File: config.mk
export PLATFORM = sky130hd
export DESIGN_NAME = serial_adder
export DESIGN_NICKNAME = d
export VERILOG_FILES = /design/src/rtl/serial_adder_pkg.sv /design/src/rtl/full_adder_cell.sv /design/src/rtl/serial_adder.sv
export SDC_FILE = /design/constraint.sdc
export NUM_CORES = 1
export LEC_CHECK = 0
export ABC_AREA = 1
export BUFFER_PORTS_ARGS = -buffer_cell sky130_fd_sc_hd__clkbuf_2
export CAP_MARGIN = 20
export CORE_MARGIN = 10
export CORE_UTILIZATION = 55
export DETAILED_ROUTE_END_ITERATION = 10
export PLACE_DENSITY_LB_ADDON = 0.25
export RECOVER_POWER = 50
export SLEW_MARGIN = 20
export SYNTH_ARGS = -nofsm -noshare
export SYNTH_HDL_FRONTEND = slang
export SYNTH_SLANG_ARGS = --single-unit
export TNS_END_PERCENT = 30
File: constraint.sdc
create_clock -name i_clk -period 1.87 [get_ports i_clk]
set_input_delay 0.374 -clock i_clk [delete_from_list [all_inputs] [get_ports i_clk]]
set_output_delay 0.374 -clock i_clk [all_outputs]
set_load 0.005 [all_outputs]
File: src/rtl/serial_adder_pkg.sv
// Shared types and constants for the bit-serial adder/subtractor.
package serial_adder_pkg;

    typedef enum logic [1:0] {
        StIdle  = 2'd0,
        StShift = 2'd1,
        StDone  = 2'd2
    } state_e;

    localparam logic ADD = 1'b0;
    localparam logic SUB = 1'b1;

endpackage

File: src/rtl/full_adder_cell.sv
// One-bit full adder built from two half-add stages and an OR for the carry.
module full_adder_cell (
    input  logic a,
    input  logic b,
    input  logic cin,
    output logic sum,
    output logic cout
);

    logic w_s1;
    logic w_c1;
    logic w_c2;

    assign w_s1 = a ^ b;
    assign w_c1 = a & b;
    assign sum  = w_s1 ^ cin;
    assign w_c2 = w_s1 & cin;
    assign cout = w_c1 | w_c2;

endmodule

File: src/rtl/serial_adder.sv
// Bit-serial add/subtract: one full-adder cell reused once per SHIFT cycle, LSB first.
// Operand A's register doubles as the result shift register as its bits are consumed.
module serial_adder
    import serial_adder_pkg::*;
#(
    parameter int unsigned WIDTH = 8
) (
    input  logic             i_clk,
    input  logic             i_reset,
    input  logic             i_start,
    input  logic [WIDTH-1:0] i_a,
    input  logic [WIDTH-1:0] i_b,
    input  logic             i_sub,
    output logic             o_busy,
    output logic             o_done,
    output logic [WIDTH-1:0] o_sum,
    output logic             o_carry,
    output logic             o_overflow
);

    localparam int unsigned CntW = $clog2(WIDTH) + 1;

    state_e            r_state;
    logic [WIDTH-1:0]  r_acc;
    logic [WIDTH-1:0]  r_b;
    logic [CntW-1:0]   r_cnt;
    logic              r_carry;
    logic              r_sub;

    logic              w_b_bit;
    logic              w_sum;
    logic              w_cout;
    logic              w_last;

    // Subtraction is A + ~B + 1: invert B here, the +1 comes from the preset carry.
    assign w_b_bit = (r_sub == SUB) ? ~r_b[0] : r_b[0];
    assign w_last  = (r_cnt == CntW'(WIDTH - 1));

    full_adder_cell u_fa (
        .a    (r_acc[0]),
        .b    (w_b_bit),
        .cin  (r_carry),
        .sum  (w_sum),
        .cout (w_cout)
    );

    always_ff @(posedge i_clk or posedge i_reset) begin
        if (i_reset) begin
            r_state    <= StIdle;
            r_acc      <= '0;
            r_b        <= '0;
            r_cnt      <= '0;
            r_carry    <= 1'b0;
            r_sub      <= ADD;
            o_busy     <= 1'b0;
            o_done     <= 1'b0;
            o_sum      <= '0;
            o_carry    <= 1'b0;
            o_overflow <= 1'b0;
        end else begin
            unique case (r_state)
                StIdle: begin
                    if (i_start) begin
                        r_acc   <= i_a;
                        r_b     <= i_b;
                        r_sub   <= i_sub;
                        r_cnt   <= '0;
                        r_carry <= i_sub;
                        o_busy  <= 1'b1;
                        r_state <= StShift;
                    end
                end
                StShift: begin
                    r_acc   <= {w_sum, r_acc[WIDTH-1:1]};
                    r_b     <= {1'b0, r_b[WIDTH-1:1]};
                    r_carry <= w_cout;
                    r_cnt   <= r_cnt + CntW'(1);
                    if (w_last) begin
                        // r_carry is the carry into the MSB, w_cout the carry out of it.
                        o_sum      <= {w_sum, r_acc[WIDTH-1:1]};
                        o_carry    <= w_cout;
                        o_overflow <= r_carry ^ w_cout;
                        o_busy     <= 1'b0;
                        o_done     <= 1'b1;
                        r_state    <= StDone;
                    end
                end
                StDone: begin
                    o_done  <= 1'b0;
                    r_state <= StIdle;
                end
                default: begin
                    o_busy  <= 1'b0;
                    o_done  <= 1'b0;
                    r_state <= StIdle;
                end
            endcase
        end
    end

endmodule

==> results.md, run 1 <==
- The combinational share of power is 42.0%.
- In the final routing, the length of wire on met1 measures 1.84 mm.
- The final layout contains routed wiring with a total length of 3.78 mm.
- The CTS buffer count is 5.
- The clock arrives with 0.0103 ns of skew.
- STA puts the critical path data arrival time at 1.73 ns.
- The number of buffers inserted for hold repair after clock tree synthesis is 0.
- The worst hold path passes through 3 cells.
- The type of the most critical hold path is primary input to flop.
- The proportion of layout cells with a drive suffix above 1 is 18.7%.
- The overall overflow remaining after global route is 0.
- The worst setup path is launched from a flop.
- The signal on the critical path passes through nand2_4 -> inv_2 -> nand2_1 -> nand2_1 -> nand2_1.
- For this run, the slowest stage of the critical path takes 0.60 ns.
- The detail route stage leaves a number of antenna-violating nets equal to 0.
- The post-route cell area is 1970 um^2.
- The cell occurring most often along the worst timing path is sky130_fd_sc_hd__nand2_1.
- The boundary pin count is 32.
- The switching share of total power is 42.2%.
- The share of the yosys chip area belonging to registers is 51.4%.
- After detailed routing, the met3 layer carries 220 um of wire.
- The clock passes through at most 2 buffers.
- Entering global routing, the biggest net connects 37 pins.
- The total routing resource utilization after global routing is 12.8%.
- The post-route fraction of the period consumed by the critical path is 79.0%.
- Counting every net in the synthesized netlist gives 242.
- Dividing the detail-routed via count by the number of cells gives 4.80.
- Counting distinct cell types in the post-synthesis netlist gives 18.
- The clock network latency to the later pin of the worst-skew pair is 0.34 ns.
- The wire length per cell is 12.8 um.
- The diode insertion count for antenna repair is 0.
- The sequential cell fraction of total power is 44.3%.
- In this design, the largest share of critical-path delay is due to simple AND/OR/NAND/NOR gates.
- The flop and latch count out of synthesis is 36.
- The analysis attributes to net switching a power of 1350 uW.
- Detailed routing inserted a total of 1420 vias.
- Power spread over the standard cell area amounts to 1620 nW/um^2.
- The power consumption is 3200 uW.
- The HPWL after detailed placement is 2.62 mm.
- The highest routing layer actually used is met4.
- The final max-slew violation count is 0.
- The floorplan has 20 rows.
- The count of cell instances traversed by the critical path is 5.
- The number of cells upsized or downsized after cts is 0.
- The worst hold margin is 0.218 ns.
- The number of failing setup endpoints in the final timing report is 0.
- Clock-pin slew was measured on the worst setup and hold paths at 0.11 ns.
- The worst-path cell with the longest stage delay is sky130_fd_sc_hd__dfrtp_1.
- The initial DRC count is 123.
- The internal power of the cells totals 1850 uW.
- The x dimension of the die is 76.5 um.
- The H-tree was split into 2 levels.
- The final count of hold timing violations came to 0.
- The leakage power total is 0.00114 uW.
- In the final design database the tool counted 273 nets.
- Buffers added to address setup during post-CTS repair amount to 0.
- The via count of the first global-routing pass is 1377.
- Based on the critical path, the design can be clocked at up to 0.677 GHz.
- The routed design could run at a clock period as short as 1.48 ns.
- The buffers plus inverters on the worst setup path is 1.
- At the end of routability-driven placement, the weighted congestion stood at 0.803.
- The met2 wire length is 1.66 mm.
- The clock sink count is 36.
- The die is 76.5 um tall.
- The clock network power share is 13.6%.
- Synthesis produced a netlist whose cell count is 220.
- For this run, the number of Yosys warnings is 0.
- The leading cell type in the layout, fill and taps excluded is sky130_fd_sc_hd__nand2_1.
- Max-cap violations in this run came to 0.
- The number of cells on the worst reg-to-reg path is 5.
- The top cell type's share of synthesized area is 51.4%.
- The floorplan step defined a core boundary enclosing 3050 um^2.
- Setup repair after global routing left no endpoint under its margin.
- Leaving out fill and tap cells, the most frequent cells in the layout are 94 x sky130_fd_sc_hd__nand2_1, 36 x sky130_fd_sc_hd__dfrtp_1, 29 x sky130_fd_sc_hd__clkbuf_2, 25 x sky130_fd_sc_hd__nand3_1, 18 x sky130_fd_sc_hd__nor2_1.
- The remaining routing DRC violations is 0.
- The area enclosed by the die boundary is 5850 um^2.
- Timing analysis after detailed placement gives a worst setup slack of 0.384 ns.
- The worst path meets setup with 0.392 ns of slack.
- CTS placed an instance of sky130_fd_sc_hd__clkbuf_4 at the clock tree root.
- Once the floorplan was initialized, standard cells occupied 57.5% of the core.
- TritonCTS built the clock tree.
- The first global-routing pass estimated 6.13 mm of wire.
- The count of input and output buffers is 31.
- Ranked by total cell area, the synthesized netlist is headed by sky130_fd_sc_hd__dfrtp_1 51%, sky130_fd_sc_hd__nand2_1 20%, sky130_fd_sc_hd__nand3_1 7.1%.
- The synthesized area per cell is 7.97 um^2.
- The worst ir drop on vdd is 771 uV.
- The filler cell count is 293.
- After detailed placement, the total cell area comes to 1920 um^2.
- The data required time at the worst endpoint is 2.12 ns.
- The cell type with the largest total area after synthesis is sky130_fd_sc_hd__dfrtp_1.
- Of all nets on the critical path, the largest fanout is 24.
- The mapped netlist covers 1750 um^2.
- The flow ran to the end, and the final reports show no timing, DRC or antenna violations.
- STA classifies the critical path endpoint as a flop.
- The slew at the pin closest to its max-slew limit is 0.886 ns.
- From synthesis to final layout, the design area changed by 12.6%.
- Measured against its own limit, the worst slew margin works out to 40.9%.
- The setup path with the least slack is of type flop to flop.
- The first detailed-routing pass took 4 iterations.
- The setup TNS after final layout is 0 ns.
- The initial antenna violation count was 0.
[worst min-delay path, stage by stage]
cell and delay [ns]:
sky130_fd_sc_hd__clkbuf_2 0.08, sky130_fd_sc_hd__nand2_1 0.04, sky130_fd_sc_hd__nand2_1 0.04
[Yosys cell counts (all sizes together)]
master  instances
a21oi           1
o21ai           2
inv            18
xnor2           2
nand3b          7
ha              1
dfrtp          36
nand4           1
nand3          25
nand2          97
buf            10
nor2           19
fa              1
[flip-flops by register name (all words and copies together), names as in the netlist]
register and count:
r_sub 1, o_overflow 1, o_done 1, r_state 2
r_b 8, r_carry 1, o_busy 1, o_sum 8
o_carry 1, r_cnt 4, r_acc 8
[final timing paths]
check                                  startpoint              endpoint  slack, ns
setup / recovery           r_state[0]$_DFFE_PP0P_  o_sum[1]$_DFFE_PP0P_       0.39
hold / removal                             i_b[7]    r_b[7]$_DFFE_PP0P_       0.22
setup reg to reg           r_state[0]$_DFFE_PP0P_  o_sum[1]$_DFFE_PP0P_       0.39
hold reg to reg               o_carry$_DFFE_PP0P_   o_carry$_DFFE_PP0P_       0.49
max in group asynchronous                 i_reset    r_b[4]$_DFFE_PP0P_       1.06
min in group asynchronous                 i_reset  o_sum[6]$_DFFE_PP0P_       0.25
[layer usage]
metal  up-vias  track usage (%)
met5         -                0
met4         0             3.72
met3         8             5.54
met2        28             19.5
met1       644             16.1
li1        740                -
[stage by stage]
step | instances | util [%]
3_3_place_gp | 288 | 62.9
2_1_floorplan | 220 | -
4_1_cts | 296 | 64.9
5_1_grt | 296 | 64.7
3_5_place_dp | 288 | 62.9
6_report | 296 | 64.7
[power by group through the flow]
stage,Sequential (uW),Clock [uW],Combinational (uW)
CTS,1410,447,1370
global placement,1420,0,1300
floorplan,1350,0,1060
finish,1420,436,1340
global route,1470,488,1540
detailed placement,1430,0,1350
[area by class of cell]
cell class / count / area [um^2] / share of cell area [%]
Multi-Input combinational cell: 156 / 718 / 36.4
Inverter: 18 / 67.6 / 3.42
Sequential cell: 36 / 901 / 45.6
Timing Repair Buffer: 34 / 171 / 8.68
Clock buffer: 6 / 51.3 / 2.60
Tap cell: 44 / 55.1 / 2.79
Clock inverter: 2 / 10.0 / 0.507
[kinds of logic after synthesis]
group,synth area share (%)
simple gates,37.0
flops,51.4
buf+inv,7.70
compound gates,1.07
xor+xnor,0.999
fa+ha+maj,1.85
No activity file was read; power rests on OpenSTA's default activity.
==> inputs of run 2 (changes only) <==
--- a/config.mk
+++ b/config.mk
@@ -5,11 +5,11 @@
 export SDC_FILE = /design/constraint.sdc
 export NUM_CORES = 1
 export LEC_CHECK = 0
-export ABC_AREA = 1
+export ABC_AREA = 0
 export BUFFER_PORTS_ARGS = -buffer_cell sky130_fd_sc_hd__clkbuf_2
 export CAP_MARGIN = 20
 export CORE_MARGIN = 10
-export CORE_UTILIZATION = 55
+export CORE_UTILIZATION = 54
 export DETAILED_ROUTE_END_ITERATION = 10
 export PLACE_DENSITY_LB_ADDON = 0.25
 export RECOVER_POWER = 50
==> constraint.sdc (replaced) <==
create_clock -name i_clk -period 1.4 [get_ports i_clk]
set_input_delay 0.28 -clock i_clk [delete_from_list [all_inputs] [get_ports i_clk]]
set_output_delay 0.28 -clock i_clk [all_outputs]
set_load 0.005 [all_outputs]
==> run 2 against run 1 <==
The run now ends with setup timing left. Largest cell class unchanged. Synthesized area fell by 5.4%. Worst hold slack worse by 0.059 ns. Non-clock buffer count increased by 14. Global-route usage up 1.6 points.
==> results.md, run 2 <==
- The run finished, with violations left.
- The final reports fail on setup timing.
- The biggest area contributor in the post-synthesis netlist is sky130_fd_sc_hd__dfrtp_1.
- The CTS buffer count is 5 (unchanged).
- The worst endpoint data arrival time was 1.71 ns (-0.02 ns).
- The power density over the cells is 2290 nW/um^2 (+41%).
- The cell with the most instances after synthesis is sky130_fd_sc_hd__dfrtp_1.
- The overall overflow remaining after global route is 0 (unchanged).
- The row count is 20 (unchanged).
- The number of iterations in the first detailed-routing pass was 4 (unchanged).
- The final count of hold timing violations is 0 (unchanged).
- The maximum fanout along the worst path is 2 (-92%).
- The flop and latch count out of synthesis is 36 (unchanged).
- The synthesized netlist net count came to 171 (-29%).
- The origin of the worst setup path is r_sub$_DFFE_PP0P_.
- The wire length per cell is 16.4 um (+28%).
- The remaining routing DRC violations is 0 (unchanged).
- The kind of capture point of the worst setup path is a flop.
- The top cell type's share of synthesized area is 54.3% (+2.9 points).
- The routed wire length is 3.76 mm (-0.74%).
- The leakage power total came to 0.000999 uW (-12%).
- The setup slack of the critical path after layout is -0.0645 ns (-0.457 ns).
- The filler cell count is 237 (-19%).
- The worst reg-to-reg setup slack is -0.06 ns (-0.46 ns).
- Setup repair after global routing could not meet its margin everywhere.
- The total number of nets in the final design is 217 (-21%).
- The number of max-cap violations is 0 (unchanged).
- The via count of the first global-routing pass is 1404 (+2.0%).
- The proportion of layout cells with a drive suffix above 1 is 37.8% (+19 points).
- The gate count after technology mapping is 149 (-32%).
- The number of warnings issued by yosys was 0 (unchanged).
- The min-delay analysis places its worst path in the category primary input to asynchronous set/reset pin.
- The initial cell density of the core is 55.2% (-2.2 points).
- By count the netlist is led by 36 x sky130_fd_sc_hd__dfrtp_1, 21 x sky130_fd_sc_hd__o21ai_0, 18 x sky130_fd_sc_hd__nand2_1, 9 x sky130_fd_sc_hd__a21oi_1.
- The clock sink count is 36 (unchanged).
- The HPWL after detailed placement is 2.77 mm (+5.6%).
- The clock network power share was 12.7% (-0.9 points).
- The number of distinct library cell variants in the gate-level netlist after synthesis is 30 (+12).
- The synthesized area per cell came to 11.1 um^2 (+40%).
- Yosys attributes the largest share of cell area to sky130_fd_sc_hd__dfrtp_1 54%, sky130_fd_sc_hd__o21ai_0 6.3%, sky130_fd_sc_hd__mux2_2 5.4%.
- The count of input and output buffers is 31 (unchanged).
- The final weighted congestion in routability-driven placement came to 0.762 (-5.1%).
- The number of levels the H-tree was split into came to 2 (unchanged).
- The post-route cell area is 2030 um^2 (+2.8%).
- The x dimension of the die is 75.4 um (-1.4%).
- The highest clock frequency the design can meet came to 0.683 GHz (+0.90%).
- The data required time at the worst endpoint is 1.64 ns (-0.48 ns).
- The boundary pin count is 32 (unchanged).
- The capture point of the worst reg-to-reg path is o_overflow$_DFFE_PP0P_.
- The final worst clock skew is 0.00871 ns (-0.00160 ns).
- The core box area is 3000 um^2 (-1.6%).
- The internal power component is 2910 uW (+57%).
- The first-pass GRT wire length is 6.27 mm (+2.4%).
- In the layout the commonest cells are 36 x sky130_fd_sc_hd__dfrtp_1, 32 x sky130_fd_sc_hd__clkbuf_2, 20 x sky130_fd_sc_hd__o21ai_0, 18 x sky130_fd_sc_hd__nand2_1, 16 x sky130_fd_sc_hd__buf_4.
- The count of antenna-violating nets left after detailed routing was 0 (unchanged).
- The reported net switching power is 1730 uW (+28%).
- The signal on the critical path passes through xnor2_2 -> fa_2 -> xnor2_1 -> mux2_4.
- The slew at the pin closest to its max-slew limit is 0.884 ns (-0.00156 ns).
- The async set-or-reset flop fraction in the synthesized netlist is 100% (unchanged).
- The total number of vias is 1324 (-6.8%).
- The number of cells on the worst reg-to-reg path is 4 (-1).
- The setup TNS after final layout came to -0.160 ns (-0.160 ns).
- The number of synthesized flops with an enable pin is 0 (unchanged).
- The path type of the worst setup path is flop to flop.
- The post-CTS clock slew at the launch and capture registers of the worst setup and hold paths is 0.11 ns (about the same).
- The area enclosed by the die boundary is 5690 um^2 (-2.7%).
- The post-route fraction of the period consumed by the critical path is 105% (+26 points).
- The power consumption was 4640 uW (+45%).
- The detail-routed via count per cell came to 5.78 (+21%).
- The post-place instance area came to 1930 um^2 (+0.46%).
- The worst setup timing slack at the placement stage is -0.0430 ns (-0.427 ns).
- The initial DRC count is 57 (-54%).
- For this run, the leading register cell type out of synthesis is sky130_fd_sc_hd__dfrtp_1.
- The diode insertion count for antenna repair was 0 (unchanged).
- In this run the critical register-to-register path is launched from r_sub$_DFFE_PP0P_.
- The largest registers in the layout are o_sum: 8 flops, r_acc: 8 flops, r_b: 8 flops.
- The synthesized area came to 1660 um^2 (-5.4%).
- The vertical die dimension came to 75.4 um (-1.4%).
- The sequential cell fraction of total power is 40.4% (-3.9 points).
- The area overhead of the layout relative to synthesis is 22.3%.
- The buffer levels on the longest clock path is 2 (unchanged).
- The biggest cell delay along the critical path is 0.43 ns (-0.17 ns).
- TritonCTS built the clock tree.
- The worst ir drop on vdd is 966 uV (+25%).
- The largest net degree at the start of global routing came to 37 (unchanged).
- The clock network latency to the later pin of the worst-skew pair is 0.35 ns (about the same).
- The final max-slew violation count was 0 (unchanged).
- The total routing resource utilization after global routing is 14.5% (+1.6 points).
- The switching share of total power is 37.4% (-4.9 points).
- The time the final worst path needs with I/O delays and setup came to 1.46 ns (-0.0132 ns).
- The worst-path cell with the longest stage delay is sky130_fd_sc_hd__dfrtp_1.
- The final core area utilization is 67.6% (+2.9 points).
- The share of the yosys chip area belonging to registers is 54.3% (+2.9 points).
- The combinational share of power is 46.9% (+4.9 points).
- The initial antenna violation count came to 0 (unchanged).
- The number of failing setup endpoints in the final timing report is 4 (+4).
- STA classifies the critical path startpoint as a flop.
- The leading cell type in the layout, fill and taps excluded is sky130_fd_sc_hd__dfrtp_1.
- The tree is rooted in a sky130_fd_sc_hd__clkbuf_4.
- The remaining max-slew budget at the tightest pin is 41.0% (+0.10 points).
-- run 2: cell count changes after synthesis, moves of 5 or more --
cell,delta
sky130_fd_sc_hd__o21ai_0,+21
sky130_fd_sc_hd__mux2_2,+8
sky130_fd_sc_hd__a22oi_1,+8
sky130_fd_sc_hd__nand3_1,-22
sky130_fd_sc_hd__and3b_1,+6
sky130_fd_sc_hd__nor2b_1,+5
sky130_fd_sc_hd__nor2_1,-16
sky130_fd_sc_hd__inv_1,-11
sky130_fd_sc_hd__a21oi_1,+9
sky130_fd_sc_hd__nand3b_1,-7
sky130_fd_sc_hd__nand2_1,-76
-- run 2: power groups by stage --
| stage | clock network [uW] | registers [uW] | logic, uW |
|---|---|---|---|
| floorplan | 0 | 1810 | 1370 |
| global placement | 0 | 1830 | 1930 |
| detailed placement | 0 | 1870 | 2040 |
| CTS | 608 | 1850 | 2070 |
| global route | 650 | 1940 | 2440 |
| finish | 589 | 1880 | 2170 |
-- run 2: how the worst max path moves through the flow --
stage | to | slack [ns]
2_1_floorplan | r_acc[7]$_DFFE_PP0P_ | 0.03
3_3_place_gp | r_acc[7]$_DFFE_PP0P_ | 0.01
3_5_place_dp | r_acc[7]$_DFFE_PP0P_ | -0.04
4_1_cts | o_sum[7]$_DFFE_PP0P_ | -0.04
5_1_grt | o_overflow$_DFFE_PP0P_ | -0.12
6_report | o_overflow$_DFFE_PP0P_ | -0.06
-- run 2: cell families after synthesis --
group | Yosys count | synth area share [%]
buffers and inverters | 13 | 4.37
adder cells (fa/ha/maj) | 2 | 1.96
AO/OA/AOI/OAI | 48 | 17.9
multiplexers | 10 | 6.71
AND/OR/NAND/NOR | 38 | 13.6
XOR/XNOR | 2 | 1.06
flip-flops | 36 | 54.3
-- run 2: layer usage --
metal | share of wire (%) | track usage (%) | routed length (um)
met5 | 0 | 0 | 0
met4 | 1.8 | 7.01 | 68
met3 | 3.3 | 4.17 | 125
met2 | 52 | 24.1 | 1950
met1 | 43 | 16.7 | 1610
-- run 2: per-stage QoR --
step | std cells | hold WS, ns
5_1_grt | 229 | 0.189
4_1_cts | 229 | 0.00236
6_report | 229 | 0.159
3_5_place_dp | 221 | 0.389
3_3_place_gp | 221 | 0.383
2_1_floorplan | 149 | 0.432
-- run 2: timing repair --
item                                    CTS  global route
pin swaps                                 1             3
hold buffers                              0             0
setup buffers                             0             0
endpoints found under the setup margin    6            13
gates resized for setup                   3             6
-- run 2: cell type report --
class / count / area (um^2) / share of cell area (%)
multi-input combinational: 100 / 731 / 36.0
clock inverter: 2 / 10.0 / 0.493
inverter: 4 / 15.0 / 0.740
timing repair buffer: 48 / 280 / 13.8
clock buffer: 6 / 51.3 / 2.53
tap: 33 / 41.3 / 2.03
sequential: 36 / 901 / 44.4
-- run 2: worst max-delay path, delay by kind of cell (launching register included) --
kind / cells / cell delay [ns]
xor+xnor: 2 / 0.29
fa+ha+maj: 1 / 0.38
flops: 1 / 0.43
mux: 1 / 0.26
==> inputs of run 3 (changes only) <==
--- a/config.mk
+++ b/config.mk
@@ -13,8 +13,9 @@
 export DETAILED_ROUTE_END_ITERATION = 10
 export PLACE_DENSITY_LB_ADDON = 0.25
 export RECOVER_POWER = 50
-export SLEW_MARGIN = 20
+export SETUP_SLACK_MARGIN = 0.05
+export SLEW_MARGIN = 25
 export SYNTH_ARGS = -nofsm -noshare
 export SYNTH_HDL_FRONTEND = slang
 export SYNTH_SLANG_ARGS = --single-unit
-export TNS_END_PERCENT = 30
+export TNS_END_PERCENT = 5
==> run 3 against run 2 <==
Critical path depth stayed put. Largest power group unchanged. Register-to-register slack better by 0.03 ns. Count of clock-buffer cells in the layout is 2 higher. First-iteration DRC count is 12% higher. The run still ends with setup timing left. Highest routed layer unchanged. Worst setup slack better by 0.027 ns. Worst hold slack hardly changed. Cell count stayed put. Combinational power is 3% lower. Sequential power hardly changed.
==> results.md, run 3 (synthesis results as in run 2) <==
- The via count of the first global-routing pass is 1345 (-4.2%).
- The final weighted congestion in routability-driven placement is 0.761 (about the same).
- The area enclosed by the die boundary is 5690 um^2 (unchanged).
- The number of cells on the worst reg-to-reg path is 4 (unchanged).
- The initial cell density of the core came to 55.2% (unchanged).
- The worst setup timing slack at the placement stage is -0.0327 ns (+0.0103 ns).
- The row count is 20 (unchanged).
- The post-route fraction of the period consumed by the critical path is 103% (-1.9 points).
- The routed wire length is 3.65 mm (-2.9%).
- The final count of hold timing violations is 0 (unchanged).
- The core box area was 3000 um^2 (unchanged).
- The post-route cell area came to 2010 um^2 (-0.74%).
- The initial DRC count was 64 (+12%).
- The power density over the cells is 2250 nW/um^2 (-1.4%).
- The boundary pin count is 32 (unchanged).
- The fraction of met2 tracks used by global routing is 22.6% (-1.5 points).
- The slew at the pin closest to its max-slew limit is 0.884 ns (-0.000435 ns).
- The worst setup path is launched from a flop.
- The final core area utilization is 67.1% (-0.50 points).
- The overall overflow remaining after global route was 0 (unchanged).
- The worst endpoint data arrival time was 1.67 ns (-0.04 ns).
- The wire length per cell is 15.9 um (-2.9%).
- The total number of vias was 1282 (-3.2%).
- The most heavily used metal layer in global routing is met2.
- The vertical die dimension is 75.4 um (unchanged).
- The setup TNS after final layout is -0.0701 ns (+0.0900 ns).
- The remaining routing DRC violations was 0 (unchanged).
- The final max-slew violation count is 0 (unchanged).
- The time the final worst path needs with I/O delays and setup is 1.44 ns (-0.0271 ns).
- The post-place instance area is 1930 um^2 (unchanged).
- The detail-routed via count per cell was 5.60 (-3.2%).
- The setup slack of the critical path after layout is -0.0374 ns (+0.0271 ns).
- The met1 global-route usage is 16.9% (+0.20 points).
- The clock sink count came to 36 (unchanged).
- The buffer levels on the longest clock path is 2 (unchanged).
- The highest clock frequency the design can meet is 0.696 GHz (+1.9%).
- The area overhead of the layout relative to synthesis is 21.4%.
- The first-pass GRT wire length came to 6.20 mm (-1.2%).
- The x dimension of the die came to 75.4 um (unchanged).
- The number of levels the H-tree was split into is 2 (unchanged).
- The CTS buffer count came to 5 (unchanged).
- The diode insertion count for antenna repair was 0 (unchanged).
- The worst ir drop on vdd came to 1160 uV (+20%).
- The clock network latency to the later pin of the worst-skew pair is 0.35 ns (about the same).
- The kind of capture point of the worst setup path is a flop.
- The global routing met3 resource utilization is 5.73% (+1.6 points).
- The clock tree root driver cell is sky130_fd_sc_hd__clkbuf_4.
- The final reports fail on setup timing.
- The number of iterations in the first detailed-routing pass came to 4 (unchanged).
- The clock tree from TritonCTS is done.
- In this run the worst hold path is classified as primary input to asynchronous set/reset pin.
- The leakage power total came to 0.000989 uW (-0.92%).
- The number of max-cap violations is 0 (unchanged).
- The count of input and output buffers came to 31 (unchanged).
- The number of failing setup endpoints in the final timing report is 3 (-1).
- In the layout the commonest cells are 36 x sky130_fd_sc_hd__dfrtp_1, 32 x sky130_fd_sc_hd__clkbuf_2, 19 x sky130_fd_sc_hd__o21ai_0, 18 x sky130_fd_sc_hd__nand2_1, 16 x sky130_fd_sc_hd__buf_4.
- The initial antenna violation count came to 0 (unchanged).
- The maximum fanout along the worst path is 2 (unchanged).
- The number of setup buffers added after CTS is 0 (unchanged).
- Leaving out fill and tap cells, the most frequent cell in the layout is sky130_fd_sc_hd__dfrtp_1.
- Setup repair after global routing could not meet its margin everywhere.
- The count of antenna-violating nets left after detailed routing is 0 (unchanged).
- The HPWL after detailed placement came to 2.65 mm (-4.3%).
- The final worst clock skew is 0.0102 ns (+0.00145 ns).
- The total routing resource utilization after global routing is 14.1% (-0.31 points).
- The largest registers in the layout are o_sum: 8 flops, r_acc: 8 flops, r_b: 8 flops.
- The setup path with the least slack is of type flop to flop.
- The total number of nets in the final design is 217 (unchanged).
- The run finished, with violations left.
- The remaining max-slew budget at the tightest pin was 41.1% (about the same).
- The proportion of layout cells with a drive suffix above 1 came to 35.2% (-2.6 points).
- The largest net degree at the start of global routing was 37 (unchanged).
- The post-CTS clock slew at the launch and capture registers of the worst setup and hold paths is 0.11 ns (about the same).
- The data required time at the worst endpoint is 1.64 ns (about the same).
==> run 3: changes by cell type in the layout (fill, tap and decap cells not counted), sizes merged <==
cell,change
clkbuf,+2
clkinv,-2
==> run 3: what timing repair did <==
item | CTS | global route
gates resized for setup | 6 | 3
hold buffers | 0 | 0
cloned | 0 | 0
pin swaps | 3 | 1
setup endpoints to repair | 11 | 14
==> run 3: final timing paths <==
| kind | from | end | slack (ns) |
|---|---|---|---|
| worst max-delay path | r_sub$_DFFE_PP0P_ | r_acc[7]$_DFFE_PP0P_ | -0.04 |
| worst min-delay path | i_reset | o_done$_DFFE_PP0P_ | 0.16 |
| worst max register to register | r_sub$_DFFE_PP0P_ | r_acc[7]$_DFFE_PP0P_ | -0.04 |
| worst min register to register | o_done$_DFFE_PP0P_ | o_done$_DFFE_PP0P_ | 0.49 |
| max in group asynchronous | i_reset | o_sum[4]$_DFFE_PP0P_ | 0.68 |
| min in group i_clk | i_sub | r_sub$_DFFE_PP0P_ | 0.19 |
==> run 3: stage by stage <==
stage,hold slack (ns),cells,total power [uW]
floorplan,0.432,149,3180
global placement,0.382,221,3760
detailed placement,0.391,221,3880
CTS,0.00285,229,4540
global route,0.173,229,4920
finish,0.159,229,4540
==> run 3: area by class of cell <==
type                       instances  area [um^2]
timing repair buffer              48          280
tap                               33         41.3
fill                             224          988
clock buffer                       8         58.8
inverter                           4         15.0
multi-input combinational        100          718
sequential                        36          901
==> run 3: routing by layer <==
metal / up-vias / wire length (um)
met5: - / 0
met4: 0 / 57
met1: 629 / 1580
met3: 7 / 178
li1: 620 / -
met2: 26 / 1840
==> run 3: worst max-delay path, stage by stage, from the launching register on <==
cell and delay (ns):
sky130_fd_sc_hd__dfrtp_1 0.41, sky130_fd_sc_hd__xnor2_1 0.14, sky130_fd_sc_hd__fa_2 0.55, sky130_fd_sc_hd__a2bb2oi_1 0.15
sky130_fd_sc_hd__o21ai_1 0.08
==> run 3: power breakdown <==
part	internal (uW)	total (uW)	switching [uW]
clock network	248	581	333
registers	1520	1860	347
logic	1110	2100	986
